<file path="src/rtl/regfile_wb_arbiter_pkg.sv">
// Shared types and constants for the writeback arbiter, its scoreboard and the
// register file it feeds.
package regfile_pkg;

  localparam int REG_ADDR_W = 5;
  localparam int NUM_REGS   = 32;

  typedef logic [REG_ADDR_W-1:0] reg_addr_t;

  // Identifies which writeback source won (or last won) the write port.
  typedef enum logic {
    REQ_ALU  = 1'b0,
    REQ_LOAD = 1'b1
  } req_idx_t;

  // One-hot mask of a register index. Register 0 is hard-wired to zero, so it
  // never produces a mask bit.
  function automatic logic [NUM_REGS-1:0] reg_onehot(input reg_addr_t addr,
                                                     input logic      en);
    logic [NUM_REGS-1:0] mask;
    mask = '0;
    if (en && (addr != '0)) begin
      mask[addr] = 1'b1;
    end
    return mask;
  endfunction

endpackage

</file>
<file path="src/rtl/regfile_wb_arbiter_if.sv">
// Bundle of the writeback request ports, the register-file write port, the
// issue-time reservation port and the hazard-lookup port of the arbiter.
interface regfile_wb_arbiter_if #(parameter int N = 32);
  import regfile_pkg::*;

  logic                wb0_valid;
  logic                wb0_ready;
  reg_addr_t           wb0_addr;
  logic [N-1:0]        wb0_data;

  logic                wb1_valid;
  logic                wb1_ready;
  reg_addr_t           wb1_addr;
  logic [N-1:0]        wb1_data;

  logic                wr_ena;
  reg_addr_t           wr_addr;
  logic [N-1:0]        wr_data;

  logic                rsv_ena;
  reg_addr_t           rsv_addr;

  reg_addr_t           rd_addr0;
  reg_addr_t           rd_addr1;
  logic                rd_busy0;
  logic                rd_busy1;
  logic [NUM_REGS-1:0] pending;

  // Pipeline side: issues reservations, raises writebacks, asks about hazards.
  modport master (
    output wb0_valid, wb0_addr, wb0_data,
    output wb1_valid, wb1_addr, wb1_data,
    output rsv_ena, rsv_addr,
    output rd_addr0, rd_addr1,
    input  wb0_ready, wb1_ready,
    input  wr_ena, wr_addr, wr_data,
    input  rd_busy0, rd_busy1, pending
  );

  // Arbiter side.
  modport slave (
    input  wb0_valid, wb0_addr, wb0_data,
    input  wb1_valid, wb1_addr, wb1_data,
    input  rsv_ena, rsv_addr,
    input  rd_addr0, rd_addr1,
    output wb0_ready, wb1_ready,
    output wr_ena, wr_addr, wr_data,
    output rd_busy0, rd_busy1, pending
  );

endinterface

</file>
<file path="src/rtl/regfile_wb_arbiter_rf_scoreboard.sv">
// Tracks which destination registers have an outstanding writeback and answers
// source-operand hazard queries, including the one cycle where the value is
// still sitting in the write-port register and not yet in the register file.
module rf_scoreboard
  import regfile_pkg::*;
(
  input  logic                clk,
  input  logic                rst,
  input  logic                set_ena,
  input  reg_addr_t           set_addr,
  input  logic                clr_ena,
  input  reg_addr_t           clr_addr,
  input  logic                wr_ena,
  input  reg_addr_t           wr_addr,
  input  reg_addr_t           rd_addr0,
  input  reg_addr_t           rd_addr1,
  output logic [NUM_REGS-1:0] pending,
  output logic                rd_busy0,
  output logic                rd_busy1
);

  logic [NUM_REGS-1:0] set_mask;
  logic [NUM_REGS-1:0] clr_mask;

  // Decode reservation and retirement into masks; index 0 never yields a bit.
  always_comb begin
    set_mask = reg_onehot(set_addr, set_ena);
    clr_mask = reg_onehot(clr_addr, clr_ena);
  end

  // Clear first, then set, so a same-cycle reserve of a retiring register
  // leaves it marked busy for the newly issued producer.
  always_ff @(posedge clk) begin
    if (rst) begin
      pending <= '0;
    end else begin
      pending <= (pending & ~clr_mask) | set_mask;
    end
  end

  // A source is busy while reserved, or while its value is only in flight on
  // the registered write port.
  always_comb begin
    rd_busy0 = pending[rd_addr0] |
               (wr_ena && (wr_addr == rd_addr0) && (rd_addr0 != '0));
    rd_busy1 = pending[rd_addr1] |
               (wr_ena && (wr_addr == rd_addr1) && (rd_addr1 != '0));
  end

endmodule

</file>
<file path="src/rtl/regfile_wb_arbiter.sv">
// Two-source writeback arbiter in front of a single register-file write port.
// ALU and load unit compete round-robin; the winner is registered onto the
// write port one cycle later and its scoreboard reservation is retired.
module regfile_wb_arbiter
  import regfile_pkg::*;
#(
  parameter int N = 32
) (
  input  logic                 clk,
  input  logic                 rst,
  regfile_wb_arbiter_if.slave  bus
);

  req_idx_t     last_grant;
  logic         grant0;
  logic         grant1;
  logic         xfer;
  logic         wr_go;
  req_idx_t     win_idx;
  reg_addr_t    win_addr;
  logic [N-1:0] win_data;

  logic         wr_ena_q;
  reg_addr_t    wr_addr_q;
  logic [N-1:0] wr_data_q;

  // Grant: a lone requester wins; a conflict goes to whoever did not win the
  // previous transfer. Nothing is granted while reset is held.
  always_comb begin
    grant0 = 1'b0;
    grant1 = 1'b0;
    if (!rst) begin
      if (bus.wb0_valid && bus.wb1_valid) begin
        grant0 = (last_grant == REQ_LOAD);
        grant1 = (last_grant == REQ_ALU);
      end else begin
        grant0 = bus.wb0_valid;
        grant1 = bus.wb1_valid;
      end
    end
  end

  // Select the winning request; a transfer to register 0 is accepted but
  // never becomes a register-file write.
  always_comb begin
    xfer     = grant0 | grant1;
    win_idx  = grant1 ? REQ_LOAD : REQ_ALU;
    win_addr = grant1 ? bus.wb1_addr : bus.wb0_addr;
    win_data = grant1 ? bus.wb1_data : bus.wb0_data;
    wr_go    = xfer && (win_addr != '0);
  end

  assign bus.wb0_ready = grant0;
  assign bus.wb1_ready = grant1;

  // Write-port registers and round-robin pointer; address and data hold
  // their last written values when no write is issued.
  always_ff @(posedge clk) begin
    if (rst) begin
      wr_ena_q   <= 1'b0;
      wr_addr_q  <= '0;
      wr_data_q  <= '0;
      last_grant <= REQ_LOAD;
    end else begin
      wr_ena_q <= wr_go;
      if (wr_go) begin
        wr_addr_q <= win_addr;
        wr_data_q <= win_data;
      end
      if (xfer) begin
        last_grant <= win_idx;
      end
    end
  end

  assign bus.wr_ena  = wr_ena_q;
  assign bus.wr_addr = wr_addr_q;
  assign bus.wr_data = wr_data_q;

  rf_scoreboard u_scoreboard (
    .clk      (clk),
    .rst      (rst),
    .set_ena  (bus.rsv_ena),
    .set_addr (bus.rsv_addr),
    .clr_ena  (xfer),
    .clr_addr (win_addr),
    .wr_ena   (wr_ena_q),
    .wr_addr  (wr_addr_q),
    .rd_addr0 (bus.rd_addr0),
    .rd_addr1 (bus.rd_addr1),
    .pending  (bus.pending),
    .rd_busy0 (bus.rd_busy0),
    .rd_busy1 (bus.rd_busy1)
  );

endmodule

</file>
<file path="src/flat_wrapper.sv">
// flat-port wrapper written by rule: the top's interface ports become plain ports
module regfile_wb_arbiter_flat import regfile_pkg::*;
#(
  parameter int N = 32
)
  (clk, rst, bus_wb0_valid, bus_wb0_addr, bus_wb0_data, bus_wb1_valid, bus_wb1_addr, bus_wb1_data, bus_rsv_ena, bus_rsv_addr, bus_rd_addr0, bus_rd_addr1, bus_wb0_ready, bus_wb1_ready, bus_wr_ena, bus_wr_addr, bus_wr_data, bus_rd_busy0, bus_rd_busy1, bus_pending);
  regfile_wb_arbiter_if #(.N(N)) bus_i ();
  input  logic clk;
  input  logic rst;
  input wire logic [$bits(bus_i.wb0_valid)-1:0] bus_wb0_valid;
  input wire logic [$bits(bus_i.wb0_addr)-1:0] bus_wb0_addr;
  input wire logic [$bits(bus_i.wb0_data)-1:0] bus_wb0_data;
  input wire logic [$bits(bus_i.wb1_valid)-1:0] bus_wb1_valid;
  input wire logic [$bits(bus_i.wb1_addr)-1:0] bus_wb1_addr;
  input wire logic [$bits(bus_i.wb1_data)-1:0] bus_wb1_data;
  input wire logic [$bits(bus_i.rsv_ena)-1:0] bus_rsv_ena;
  input wire logic [$bits(bus_i.rsv_addr)-1:0] bus_rsv_addr;
  input wire logic [$bits(bus_i.rd_addr0)-1:0] bus_rd_addr0;
  input wire logic [$bits(bus_i.rd_addr1)-1:0] bus_rd_addr1;
  output wire logic [$bits(bus_i.wb0_ready)-1:0] bus_wb0_ready;
  output wire logic [$bits(bus_i.wb1_ready)-1:0] bus_wb1_ready;
  output wire logic [$bits(bus_i.wr_ena)-1:0] bus_wr_ena;
  output wire logic [$bits(bus_i.wr_addr)-1:0] bus_wr_addr;
  output wire logic [$bits(bus_i.wr_data)-1:0] bus_wr_data;
  output wire logic [$bits(bus_i.rd_busy0)-1:0] bus_rd_busy0;
  output wire logic [$bits(bus_i.rd_busy1)-1:0] bus_rd_busy1;
  output wire logic [$bits(bus_i.pending)-1:0] bus_pending;
  assign bus_i.wb0_valid = bus_wb0_valid;
  assign bus_i.wb0_addr = bus_wb0_addr;
  assign bus_i.wb0_data = bus_wb0_data;
  assign bus_i.wb1_valid = bus_wb1_valid;
  assign bus_i.wb1_addr = bus_wb1_addr;
  assign bus_i.wb1_data = bus_wb1_data;
  assign bus_i.rsv_ena = bus_rsv_ena;
  assign bus_i.rsv_addr = bus_rsv_addr;
  assign bus_i.rd_addr0 = bus_rd_addr0;
  assign bus_i.rd_addr1 = bus_rd_addr1;
  assign bus_wb0_ready = bus_i.wb0_ready;
  assign bus_wb1_ready = bus_i.wb1_ready;
  assign bus_wr_ena = bus_i.wr_ena;
  assign bus_wr_addr = bus_i.wr_addr;
  assign bus_wr_data = bus_i.wr_data;
  assign bus_rd_busy0 = bus_i.rd_busy0;
  assign bus_rd_busy1 = bus_i.rd_busy1;
  assign bus_pending = bus_i.pending;
  regfile_wb_arbiter #(.N(N)) u_core (.clk(clk), .rst(rst), .bus(bus_i));
endmodule
</file>
<file path="config.mk">
export PLATFORM = sky130hd
export DESIGN_NAME = regfile_wb_arbiter_flat
export DESIGN_NICKNAME = d
export VERILOG_FILES = /design/src/rtl/regfile_wb_arbiter_pkg.sv /design/src/rtl/regfile_wb_arbiter_if.sv /design/src/rtl/regfile_wb_arbiter_rf_scoreboard.sv /design/src/rtl/regfile_wb_arbiter.sv /design/src/flat_wrapper.sv
export SDC_FILE = /design/constraint.sdc
export NUM_CORES = 1
export LEC_CHECK = 0
export BUFFER_PORTS_ARGS = -buffer_cell sky130_fd_sc_hd__buf_2
export CORE_MARGIN = 3
export CORE_UTILIZATION = 30
export CTS_BUF_LIST = sky130_fd_sc_hd__clkbuf_8
export DETAILED_ROUTE_END_ITERATION = 12
export PLACE_DENSITY = 0.61
export SLEW_MARGIN = 20
export SYNTH_ARGS = -nofsm -noshare
export SYNTH_HDL_FRONTEND = slang
export SYNTH_SLANG_ARGS = --single-unit
export TNS_END_PERCENT = 100
</file>
<file path="constraint.sdc">
create_clock -name clk -period 1.9 [get_ports clk]
set_input_delay 0.38 -clock clk [delete_from_list [all_inputs] [get_ports clk]]
set_output_delay 0.38 -clock clk [all_outputs]
set_load 0.02 [all_outputs]
</file>
== After elaboration in Yosys (flattened, before gate mapping) ==
Index checks and enable logic that the tools add are counted.

* Register bits after elaboration: 71
* Output and inout port bits: 74

* Magnitude comparators: 6
* Equality and inequality tests: 2
* Muxes and demuxes: 17
* Bitwise logic cells: 7
* Reduce and logical (&&, ||, !) cells: 13

{| class="wikitable"
|+ Operators by type and width
! operator !! count
|-
| $mux 32 || 3
|-
| $and 32x32->32 || 1
|-
| $not 32->32 || 1
|-
| $or 32x32->32 || 1
|-
| $lt 5x6->1 const B || 4
|-
| $reduce_bool 5->1 || 4
|-
| $bmux 1 s5 || 2
|-
| $demux 1 s5 || 2
|-
| $eq 5x5->1 || 2
|-
| $ge 5x1->1 const B || 2
|-
| $logic_and 1x1->1 || 9
|-
| $mux 1 || 9
|-
| $mux 5 || 1
|-
| $or 1x1->1 || 3
|-
| $not 1->1 || 1
|}

== Depth between registers and ports, before layout ==
* Word-level depth: 12
* Gate-level depth with buffers: 7

== By module ==
Synthesis repeated with hierarchy kept, for this count alone.

* Cells, all modules: 503
* Area, all modules: 4364.2 sq um

{| class="wikitable"
|+ Modules (own cells, without submodules)
! module !! times used !! cells each !! area each (sq um)
|-
| regfile_wb_arbiter || 1 || 260 || 2338.5
|-
| rf_scoreboard || 1 || 243 || 2025.7
|}

== Least setup slack after synthesis ==
OpenSTA, ideal clock, no wires.

* Path kind: input to output
* Start: in bus_rd_addr0[1]
* End: out bus_rd_busy0
* Arrival time: 1.546 ns
* Data required time: 1.520 ns
* Setup slack: -0.026 ns
* Cell stages on the path: 6
* Buffers on the path: 1
* Cell sequence: clkbuf_1 mux2i_1 a22o_1 a21oi_1 a22oi_1 nand4_1

* Longest elaborated chain between the ends: 4
* Elaborated cells on any way between the ends: 7
* Classes of those cells: eq/ne: 1; mux: 2; bitwise: 1; reduce/logical: 3

{| class="wikitable"
|+ RTL lines
! item !! line !! RTL
|-
| start, declared || flat_wrapper.sv:18 || <nowiki>input wire logic [$bits(bus_i.rd_addr0)-1:0] bus_rd_addr0;</nowiki>
|-
| parallel branches: the longest is 3 deep, another holds $bmux 1 s5 || - ||
|-
| $or 1x1->1 (*) || regfile_wb_arbiter_rf_scoreboard.sv:44 || <nowiki>rd_busy0 = pending[rd_addr0] |</nowiki>
|-
| end, declared || flat_wrapper.sv:25 || <nowiki>output wire logic [$bits(bus_i.rd_busy0)-1:0] bus_rd_busy0;</nowiki>
|}

Every way passes the cells marked *. The select of a mux whose other input is x is not followed.

== Worst setup path in the final report ==
* Start: reg u_core.wr_addr_q[3] (netlist: u_core.bus.wr_addr[3])
* End: out bus_rd_busy0

* Longest elaborated chain between the ends: 4

{| class="wikitable"
|+ RTL lines
! item !! line !! RTL
|-
| start, declared || regfile_wb_arbiter.sv:24 || <nowiki>reg_addr_t wr_addr_q;</nowiki>
|-
| start signal, assigned || regfile_wb_arbiter.sv:67 || <nowiki>wr_addr_q <= win_addr;</nowiki>
|-
| $eq 5x5->1 || regfile_wb_arbiter_rf_scoreboard.sv:45 || <nowiki>(wr_ena && (wr_addr == rd_addr0) && (rd_addr0 != '0));</nowiki>
|-
| $logic_and 1x1->1 (2 in series) || regfile_wb_arbiter_rf_scoreboard.sv:45 ||
|-
| $or 1x1->1 || regfile_wb_arbiter_rf_scoreboard.sv:44 ||
|}

No other way between the ends.

==> summary.txt <==
Status
  • Outcome: complete, but fails checks
  • Failing checks: negative setup slack

Timing
  • RSZ-0062 raised after global routing: yes
  • Max Slew Vio Count: 0
  • Clock Skew: 0.00755 ns
  • Final Setup Violations: 2
  • Worst-margin pin slew: 0.496 ns
  • Final period util: 109%
  • Final Hold Vio Count: 0
  • Tmin final: 2.08 ns
  • FMAX: 481 MHz
  • Final WS setup: -0.180 ns
  • Slew margin rel.: 66.6%

Layout
  • Filler cell count: 1315
  • Sequential cell area: 1430 um2
  • Layout cell share with drive strength beyond 1: 36.6%
  • # diodes: 0
  • Area taken by multi-input logic gates: 2440 um2
  • Final Cell Area: 5560 um2
  • Layout area overhead: 38.7%
  • Non-Filler Instances: 838
  • Final nets: 755

Drt
  • # DRC: 0
  • DR pass1 iterations: 5
  • First DRT Iteration DRCs: 291
  • Wirelength per Cell: 17.3 um
  • Antenna Nets Post-Route: 0
  • Total Wirelength: 14.5 mm
  • Vias per cell: 5.26
  • Routed via count: 4409

GRT
  • Tot GR Track Use: 19.0%
  • First-pass GRT wire length: 22.2 mm
  • Via count of the first global-routing pass: 4212
  • Initial antenna violation count: 0
  • Largest net degree at the start of global routing: 46
  • Gr ovfl total: 0

Worst setup path
  • Critical R2R Launch: u_core.last_grant$_SDFFE_PP1P_
  • R2R depth: 6
  • CP required: 1.52 ns
  • CP startpoint: u_core.bus.wr_addr[3]$_SDFFE_PP0P_
  • Setup crit end kind: output port
  • Crit path DAT: 1.70 ns
  • WS Path Type: register to output port
  • Worst setup SP type: register
  • Max FO, Critical Path: 2

Clock network
  • Skew-Pair Late Insertion Delay: 0.35 ns
  • Root buffer cell: clkbuf_8
  • Hold_buf cts: 0
  • CTS sink cnt: 71
  • CTS Buf Count: 9
  • CTS clk-pin slew, worst paths: 0.08 ns
  • Clk buf depth: 2
  • H-tree levels: 3
  • CTS tree: built

Synthesis
  • Syn_nets: 558
  • Syn Inst Count: 464
  • Post-Syn Area: 4010 um2
  • Synth unique cells: 45
  • Average size of a mapped cell: 8.63 um2
  • Register area share after synthesis: 35.5%
  • Synthesized flop and latch total: 71
  • YS warnings: 0

Power and ir drop
  • Sw Ratio: 30.7%
  • P_leak: 0.00241 uW
  • Switching power: 1140 uW
  • Combinational power share: 24.0%
  • PD cells: 670 nW/um2
  • Cell Int Power: 2580 uW
  • Clock Power Share: 32.5%
  • Worst vdd ir: 311 uV
  • Sequential share of power: 43.5%

Placement
  • Placed Area: 5320 um2
  • DP HPWL: 11.4 mm
  • Routability cong.: 0.884
  • Placed cells: 821
  • I/O Buffers: 167

Min path
  • Hold crit path type: primary input to register
  • Hold Crit Start: bus_wb1_valid
  • Cell count of the worst hold path: 3

Floorplan
  • Initial Util: 31.2%
  • I/O pin count: 168
  • Core area: 12800 um2
  • Core Rows: 41
  • Die W: 122 um
  • Die H: 122 um
  • Total Die Area: 14800 um2

Run
  • Max-cap violation count: 0
[registers in the layout, indices dropped and copies added, names as in the netlist]
name	cells
u_core.bus.wr_ena	1
u_core.bus.wr_data	32
u_core.last_grant	1
u_core.bus.wr_addr	5
u_core.u_scoreboard.pending	32
[kinds of logic after synthesis]
| logic type | count (synthesis) | synth area share, % |
|---|---|---|
| flip-flops | 71 | 35.5 |
| buffers and inverters | 37 | 3.94 |
| AND/OR/NAND/NOR | 143 | 18.8 |
| multiplexers | 60 | 15.0 |
| AO/OA/AOI/OAI | 145 | 25.0 |
| XOR/XNOR | 8 | 1.75 |
[synth_stat cells (all sizes together)]
library cell  number  share of area [%]
nor2              51                5.0
a311oi             5                1.1
xor2               6                1.3
and2               4               0.62
nand3b             2               0.37
nand2b            13                2.0
a22o               2               0.44
clkbuf            20                1.9
o311ai             3               0.66
nor4               2               0.47
a21oi             19                2.4
o31ai              1               0.19
a32o               3               0.75
inv                6               0.56
a22oi              2               0.37
buf               10                1.4
a211oi            46                8.7
clkinv             1              0.094
o21ai             35                4.4
nand4              7                1.1
or3                1               0.16
nor3              10                1.2
and3               1               0.16
nand2             16                1.5
xnor2              2               0.44
a221oi             7                2.0
dfxtp             71                 35
nor3b              6                1.1
nand3              7               0.87
mux2i             60                 15
nor4b              4               0.87
nand4b             4               0.87
a31o               1               0.22
o211ai            18                3.4
and4b              1               0.25
o22ai              3               0.47
nor2b             14                2.2
[metrics by stage]
step	utilization [%]	setup slack (ns)	hold WS [ns]	total power, uW	TNS, ns
floorplan	-	0.0859	0.469	2140	0
global placement	41.5	-0.143	0.484	2520	-0.479
detailed placement	41.5	-0.171	0.488	2530	-2.54
CTS	43.2	-0.221	0.305	3760	-0.391
global route	43.3	-0.308	0.341	3930	-0.590
finish	43.3	-0.180	0.328	3720	-0.340
[worst max-delay path, cell delays in order (launching register included)]
cell and delay, ns:
dfxtp_2 0.32, nor4_2 0.25, buf_4 0.16, nor3_2 0.03, a21oi_1 0.14, nand4b_1 0.13
nand4_1 0.13, buf_6 0.16
[final cells by class]
class | instances | area share [%]
Clock buffer | 10 | 2.48
Tap cell | 172 | 3.87
Clock inverter | 6 | 1.08
Multi-Input combinational cell | 356 | 44.0
Inverter | 7 | 0.473
Timing Repair Buffer | 216 | 22.4
Sequential cell | 71 | 25.6
[placed cells by master, fill, tap and decap left out, types with 4 or more instances in the layout]
master	Yosys	layout
a221oi_1	6	5
nand2_1	16	16
nand4b_1	4	4
o21ai_0	32	32
a21oi_1	19	19
nor2_1	50	50
nand2b_1	13	13
inv_1	6	6
nor3b_1	6	6
nand3_1	7	7
nor2b_1	14	14
clkbuf_8	0	10
nor3_1	10	9
xor2_1	6	6
o211ai_1	18	18
buf_4	3	46
a311oi_1	5	5
buf_2	6	166
nor4b_1	4	4
nand4_1	7	7
mux2i_1	60	60
dfxtp_1	71	68
a211oi_1	45	45
[layer usage]
metal	global-route usage, %	vias to the layer above	wire, um	share of wire [%]
met4	6.51	0	228	1.6
li1	-	2160	-	-
met5	0	-	0	0
met3	3.30	19	833	5.8
met2	30.5	137	6920	48
met1	26.0	2093	6480	45
[power groups by stage]
stage	logic [uW]	registers (uW)	clock network, uW
floorplan	398	1740	0
CTS	889	1620	1260
finish	893	1620	1210
global route	977	1630	1320
global placement	870	1650	0
detailed placement	883	1650	0
[repair_timing]
| action | CTS | global route |
|---|---|---|
| pin swaps | 1 | 2 |
| resized for setup | 4 | 5 |
| buffers inserted | 1 | 0 |
| endpoints found under the setup margin | 3 | 45 |
[path summary, 6_finish.rpt]
kind,end,slack (ns)
min reg2reg,u_core.bus.wr_data[11]$_SDFFE_PP0P_,0.50
max reg2reg,u_core.u_scoreboard.pending[4]$_SDFF_PP0_,0.14
min,u_core.last_grant$_SDFFE_PP1P_,0.33
max,bus_rd_busy0,-0.18
(Power assumes the default switching activity.)
